`src/rtl/ram_pkg.sv`:
```
// Shared types and constants for the parametrised synchronous RAM.
// Also provides the storage-array address width for a given depth.
package ram_pkg;

    typedef enum logic {
        ESTADO_LIMPIANDO = 1'b0,
        ESTADO_ACTIVO    = 1'b1
    } estado_t;

    localparam logic LEER     = 1'b0;
    localparam logic ESCRIBIR = 1'b1;

    // Narrowest index that covers every word; a single-word array still needs one bit.
    function automatic int ancho_dir_mem(input int profundidad);
        return (profundidad > 1) ? $clog2(profundidad) : 1;
    endfunction

endpackage

```
`src/rtl/ram_nucleo.sv`:
```
// Raw storage array: one synchronous write port and one enabled, registered read port.
// Reads return the word held before a same-edge write to the same address.
module ram_nucleo #(
    parameter int ANCHO_DATO    = 8,
    parameter int PROFUNDIDAD   = 256,
    parameter int ANCHO_DIR_MEM = 8
) (
    input  logic                     clk,
    input  logic                     we,
    input  logic [ANCHO_DIR_MEM-1:0] dir_w,
    input  logic [ANCHO_DATO-1:0]    dato_w,
    input  logic                     re,
    input  logic [ANCHO_DIR_MEM-1:0] dir_r,
    output logic [ANCHO_DATO-1:0]    dato_r
);

    logic [ANCHO_DATO-1:0] mem_q [PROFUNDIDAD];
    logic [ANCHO_DATO-1:0] dato_r_q;

    always_ff @(posedge clk) begin
        if (we) begin
            mem_q[dir_w] <= dato_w;
        end
        if (re) begin
            dato_r_q <= mem_q[dir_r];
        end
    end

    assign dato_r = dato_r_q;

endmodule

```
`src/rtl/ram_sincrona_param.sv`:
```
// Single-port synchronous RAM with request handshake, registered read data and a
// clear sequencer that fills every word with VALOR_INIT after reset or on limpiar.
module ram_sincrona_param
    import ram_pkg::*;
#(
    parameter int                    ANCHO_DATO  = 8,
    parameter int                    ANCHO_DIR   = 8,
    parameter int                    PROFUNDIDAD = 256,
    parameter logic [ANCHO_DATO-1:0] VALOR_INIT  = '0
) (
    input  logic                  clk,
    input  logic                  rst,
    input  logic                  limpiar,
    input  logic                  solicitud,
    input  logic                  EN,
    input  logic [ANCHO_DIR-1:0]  direccion,
    input  logic [ANCHO_DATO-1:0] dato_e,
    output logic                  listo,
    output logic [ANCHO_DATO-1:0] dato_s,
    output logic                  dato_s_valido,
    output logic                  fuera_rango
);

    localparam int AW       = ancho_dir_mem(PROFUNDIDAD);
    localparam int ULT_INT  = PROFUNDIDAD - 1;
    localparam int PROF_INT = PROFUNDIDAD;
    localparam logic [ANCHO_DIR:0] ULTIMA = ULT_INT[ANCHO_DIR:0];
    localparam logic [ANCHO_DIR:0] LIMITE = PROF_INT[ANCHO_DIR:0];

    estado_t estado_q, estado_d;
    logic [ANCHO_DIR:0] contador_q, contador_d;

    logic valido_q, valido_d;
    logic fuera_q, fuera_d;
    logic cero_q, cero_d;

    logic acepta;
    logic lectura;
    logic en_rango;

    logic                  we_mem;
    logic                  re_mem;
    logic [AW-1:0]         dir_w_mem;
    logic [ANCHO_DATO-1:0] dato_w_mem;
    logic [ANCHO_DATO-1:0] dato_r_mem;

    assign acepta   = solicitud && (estado_q == ESTADO_ACTIVO) && !limpiar;
    assign lectura  = acepta && (EN == LEER);
    assign en_rango = ({1'b0, direccion} < LIMITE);

    always_ff @(posedge clk) begin
        if (rst) begin
            estado_q   <= ESTADO_LIMPIANDO;
            contador_q <= '0;
        end else begin
            estado_q   <= estado_d;
            contador_q <= contador_d;
        end
    end

    always_comb begin
        estado_d   = estado_q;
        contador_d = contador_q;
        case (estado_q)
            ESTADO_LIMPIANDO: begin
                contador_d = contador_q + (ANCHO_DIR + 1)'(1);
                if (contador_q == ULTIMA) begin
                    estado_d = ESTADO_ACTIVO;
                end
            end
            ESTADO_ACTIVO: begin
                if (limpiar) begin
                    estado_d   = ESTADO_LIMPIANDO;
                    contador_d = '0;
                end
            end
            default: begin
                estado_d   = ESTADO_LIMPIANDO;
                contador_d = '0;
            end
        endcase
    end

    // The clear sequencer owns the write port for the whole LIMPIANDO phase.
    always_comb begin
        listo      = 1'b0;
        we_mem     = 1'b0;
        re_mem     = 1'b0;
        dir_w_mem  = direccion[AW-1:0];
        dato_w_mem = dato_e;
        case (estado_q)
            ESTADO_LIMPIANDO: begin
                we_mem     = 1'b1;
                dir_w_mem  = contador_q[AW-1:0];
                dato_w_mem = VALOR_INIT;
            end
            ESTADO_ACTIVO: begin
                listo  = 1'b1;
                we_mem = acepta && (EN == ESCRIBIR) && en_rango;
                re_mem = lectura && en_rango;
            end
            default: begin
                listo = 1'b0;
            end
        endcase
    end

    ram_nucleo #(
        .ANCHO_DATO    (ANCHO_DATO),
        .PROFUNDIDAD   (PROFUNDIDAD),
        .ANCHO_DIR_MEM (AW)
    ) u_nucleo (
        .clk    (clk),
        .we     (we_mem),
        .dir_w  (dir_w_mem),
        .dato_w (dato_w_mem),
        .re     (re_mem),
        .dir_r  (direccion[AW-1:0]),
        .dato_r (dato_r_mem)
    );

    // cero_q masks the array output so reset and out-of-range reads present zero
    // without resetting or writing the storage register itself.
    always_comb begin
        valido_d = lectura;
        fuera_d  = acepta && !en_rango;
        cero_d   = cero_q;
        if (lectura) begin
            cero_d = !en_rango;
        end
    end

    always_ff @(posedge clk) begin
        if (rst) begin
            valido_q <= 1'b0;
            fuera_q  <= 1'b0;
            cero_q   <= 1'b1;
        end else begin
            valido_q <= valido_d;
            fuera_q  <= fuera_d;
            cero_q   <= cero_d;
        end
    end

    assign dato_s        = cero_q ? '0 : dato_r_mem;
    assign dato_s_valido = valido_q;
    assign fuera_rango   = fuera_q;

endmodule

```
`config.mk`:
```
export PLATFORM = sky130hd
export DESIGN_NAME = ram_sincrona_param
export DESIGN_NICKNAME = d
export VERILOG_FILES = /design/src/rtl/ram_pkg.sv /design/src/rtl/ram_nucleo.sv /design/src/rtl/ram_sincrona_param.sv
export SDC_FILE = /design/constraint.sdc
export NUM_CORES = 2
export LEC_CHECK = 0
export ABC_CLOCK_PERIOD_IN_PS = 8830
export CELL_PAD_IN_SITES_DETAIL_PLACEMENT = 1
export CELL_PAD_IN_SITES_GLOBAL_PLACEMENT = 1
export CORE_ASPECT_RATIO = 0.6
export CORE_UTILIZATION = 60
export CTS_CLUSTER_DIAMETER = 150
export DETAILED_ROUTE_END_ITERATION = 8
export PLACE_DENSITY = 0.95
export REMOVE_ABC_BUFFERS = 1
export SLEW_MARGIN = 30
export SYNTH_ARGS = -nofsm -noshare
export SYNTH_HDL_FRONTEND = slang
export SYNTH_SLANG_ARGS = --single-unit
```
`constraint.sdc`:
```
create_clock -name clk -period 8.83 [get_ports clk]
set_clock_uncertainty 0.05 [all_clocks]
set_input_delay 1.766 -clock clk [delete_from_list [all_inputs] [get_ports clk]]
set_output_delay 1.766 -clock clk [all_outputs]
set_load 0.005 [all_outputs]
```
==> summary.txt <==
Pwr
  • Combinational share of power: 4.2%
  • Part of the total power dissipated in the clock network: 41.6%
  • Ratio of total power to cell area: 223 nW/um2
  • Switch Pwr: 4.30 mW
  • Leakage power of the design: 25.9 nW
  • Int Power: 15.4 mW
  • Switch share: 21.9%
  • Peak supply drop: 0.000212 V
  • Relative contribution of sequential cells to total power: 54.1%

Placed design
  • IO buf count: 30
  • Worst-case setup slack after placement: 2.32 ns
  • Instance count after placement with tap cells included: 5508
  • Half-perimeter wire length after placement: 147 mm
  • Global placer's final weighted congestion: 0.966

Drt
  • TritonRoute pass-1 iters: 8
  • Routed wire length: 256 mm
  • Via-to-Cell Ratio: 7.70
  • Iteration-0 DRC Markers: 8641
  • Count of vias placed by the detailed router: 45000
  • Count of nets left with antenna violations after detail routing: 0
  • Wire length per cell after detailed routing: 43.8 um
  • Count of unresolved DRC violations after routing: 0

Setup path
  • Cell with the largest stage delay on the worst path: sky130_fd_sc_hd__nor2_1
  • Dominant delay contributor by cell family on the critical path: simple AND/OR/NAND/NOR gates
  • Kind of end point of the critical path: register
  • Count of buffer and inverter cells on the critical path: 1
  • Kind of critical path: in -> reg
  • Largest fanout on the critical path: 16
  • Data arrival, critical path: 6.18 ns
  • Maximum cell stage delay along the critical path: 1.16 ns
  • Critical-path cell list: clkdlybuf4s50_1 -> nand2b_1 -> o21ai_0 -> nand2_1 -> nor2_1
  • Startpoint kind of the worst setup timing path: primary input
  • Required time reported for the critical path endpoint: 9.23 ns

Synthesis
  • Area of the mapped netlist: 80500 um2
  • Portion of the post-synthesis area used by sequential elements: 77.0%
  • Mean cell area of the mapped netlist: 20.9 um2
  • Share of synthesized registers carrying an async set or reset: 0%
  • Netlist cell types: 57
  • Flops & latches, synth: 2068
  • Instance count of the mapped netlist: 3861
  • Number of synthesized flops with an enable pin: 2056
  • Post-synth top flop: sky130_fd_sc_hd__edfxtp_1
  • Synthesis Warnings: 0

Clock tree
  • Hold_buf cts: 0
  • Number of sinks on the clock net: 2068
  • Setup fix buffers added after clock tree synthesis: 0
  • H-tree levels: 4
  • CTS Buffer Depth: 3
  • Post-CTS resize count: 0
  • CTS tree: yes
  • Total clock buffers created by CTS: 175
  • Library cell used as clock root buffer: sky130_fd_sc_hd__clkbuf_16
  • Clk pin slew, worst setup/hold paths: 0.09 ns
  • Clock latency at the later pin of the worst-skew pair: 0.86 ns

Global routing
  • Total global-route track usage: 38.2%
  • Vias in the first global route: 44200
  • Pin count of the biggest net entering global routing: 209
  • Wire length of the first global-routing pass: 355 mm
  • Gr ovfl total: 0
  • Number of antenna violations at the first check in global routing: 18

Finish
  • Commonest non-fill, non-tap cells in the layout: sky130_fd_sc_hd__edfxtp_1, sky130_fd_sc_hd__mux4_2, sky130_fd_sc_hd__nor2_1, sky130_fd_sc_hd__clkbuf_16, sky130_fd_sc_hd__a22oi_1
  • Syn-to-layout area delta: 9.71%
  • Cell Count, Final, Fillers Out: 5839
  • Layout cell share with drive strength beyond 1: 21.0%
  • Commonest non-fill, non-tap cell in the layout: sky130_fd_sc_hd__edfxtp_1
  • Number of nets in the final layout: 3929

Die
  • Initial core utilization: 60.8%
  • Number of top-level pins: 32
  • Horizontal die dimension: 475 um
  • Row Count: 103
  • DIE AREA: 136000 um2
  • Die span in y: 286 um
  • Core area: 132000 um2

STA
  • Final worst slack: 3.05 ns
  • Setup total negative slack: 0 ns
  • Timing-limited maximum frequency: 173 MHz
  • Endpoints failing hold: 0
  • Worst slew pin tran: 1.19 ns
  • Unrepaired setup endpoints after global routing: false
  • Post-layout min period: 5.78 ns
  • Max-slew violation count: 0
  • Max-slew headroom at the worst pin: 19.9%
  • Period utilization: 65.5%
  • Setup violators final: 0

Run
  • Max capacitance violation total: 0

Worst hold path
  • Hold Path Class: reg -> reg

Status
  • Outcome: finished, final reports clean
-- logic make-up after synthesis --
logic type / synth area share, %
other: 0.00466
adders and majority gates: 0.0311
DFF: 77.0
buffers and inverters: 1.99
AOI/OAI and AO/OA: 3.77
and+or+nand+nor: 2.87
muxes: 14.4
-- area by class of cell --
| class | instances | area, um2 |
|---|---|---|
| antenna | 4 | 10.0 |
| clock buffer | 204 | 4620 |
| clock inverter | 117 | 1180 |
| fill | 10400 | 44000 |
| inverter | 7 | 26.3 |
| multi-input combinational | 1549 | 17200 |
| sequential | 2068 | 62000 |
| tap | 1785 | 2230 |
| timing repair buffer | 105 | 1130 |
-- layer usage --
| layer | global-route usage, % | wire length (um) |
|---|---|---|
| met5 | 0 | 179 |
| met4 | 14.0 | 11700 |
| met3 | 14.9 | 41900 |
| met2 | 55.6 | 113000 |
| met1 | 53.1 | 88700 |
-- state kept, by name (all words and copies together), names as in the netlist --
register,cells
u_nucleo.mem_q,2048
contador_q,9
u_nucleo.dato_r,8
cero_q,1
dato_s_valido,1
estado_q,1
-- power groups by stage --
stage	Clock [mW]	Sequential (mW)	Combinational, mW
4_1_cts	8.16	10.6	0.788
6_report	8.18	10.6	0.835
2_1_floorplan	0	10.9	0.355
5_1_grt	8.43	10.6	0.837
3_3_place_gp	0	10.9	0.724
3_5_place_dp	0	10.9	0.767
-- path summary, 6_finish.rpt --
| kind | depth (start not counted) | end | startpoint | slack (ns) |
|---|---|---|---|---|
| min reg2reg | 1 | contador_q[7] | contador_q[7] | 0.60 |
| min | 1 | contador_q[7] | contador_q[7] | 0.60 |
| max | 5 | u_nucleo.mem_q[143][1] | direccion[7] | 3.05 |
| max reg2reg | 6 | u_nucleo.mem_q[250][6] | estado_q | 4.67 |
-- cells in the mapped netlist, types with 14 or more instances --
| cell | n | area share [%] |
|---|---|---|
| sky130_fd_sc_hd__edfxtp_1 | 2056 | 77 |
| sky130_fd_sc_hd__mux4_2 | 431 | 12 |
| sky130_fd_sc_hd__nor2_1 | 290 | 1.4 |
| sky130_fd_sc_hd__a22oi_1 | 164 | 1.5 |
| sky130_fd_sc_hd__mux2i_1 | 151 | 1.9 |
| sky130_fd_sc_hd__a21oi_1 | 113 | 0.70 |
| sky130_fd_sc_hd__clkbuf_1 | 100 | 0.47 |
| sky130_fd_sc_hd__buf_2 | 57 | 0.35 |
| sky130_fd_sc_hd__nand2_1 | 46 | 0.21 |
| sky130_fd_sc_hd__o22ai_1 | 39 | 0.30 |
| sky130_fd_sc_hd__nor3_1 | 32 | 0.20 |
| sky130_fd_sc_hd__o221ai_1 | 29 | 0.32 |
| sky130_fd_sc_hd__buf_4 | 25 | 0.23 |
| sky130_fd_sc_hd__nand2b_1 | 24 | 0.19 |
| sky130_fd_sc_hd__nor4_1 | 24 | 0.19 |
| sky130_fd_sc_hd__or2_2 | 21 | 0.16 |
| sky130_fd_sc_hd__buf_6 | 19 | 0.27 |
| sky130_fd_sc_hd__buf_8 | 16 | 0.30 |
| sky130_fd_sc_hd__nor2b_1 | 15 | 0.12 |
| sky130_fd_sc_hd__o21ai_0 | 15 | 0.093 |
| sky130_fd_sc_hd__and2_1 | 14 | 0.11 |
| sky130_fd_sc_hd__nand3_1 | 14 | 0.087 |
-- stage by stage --
step | total power, mW | util (%) | cell area [um2] | hold WS [ns]
2_1_floorplan | 11.2 | - | 78900 | 0.444
3_3_place_gp | 11.6 | 62.1 | 82200 | 0.477
3_5_place_dp | 11.6 | 62.2 | 82300 | 0.555
4_1_cts | 19.6 | 66.6 | 88100 | 0.564
5_1_grt | 19.9 | 66.7 | 88300 | 0.624
6_report | 19.7 | 66.7 | 88300 | 0.600
Power figures use the tool's default switching activity.
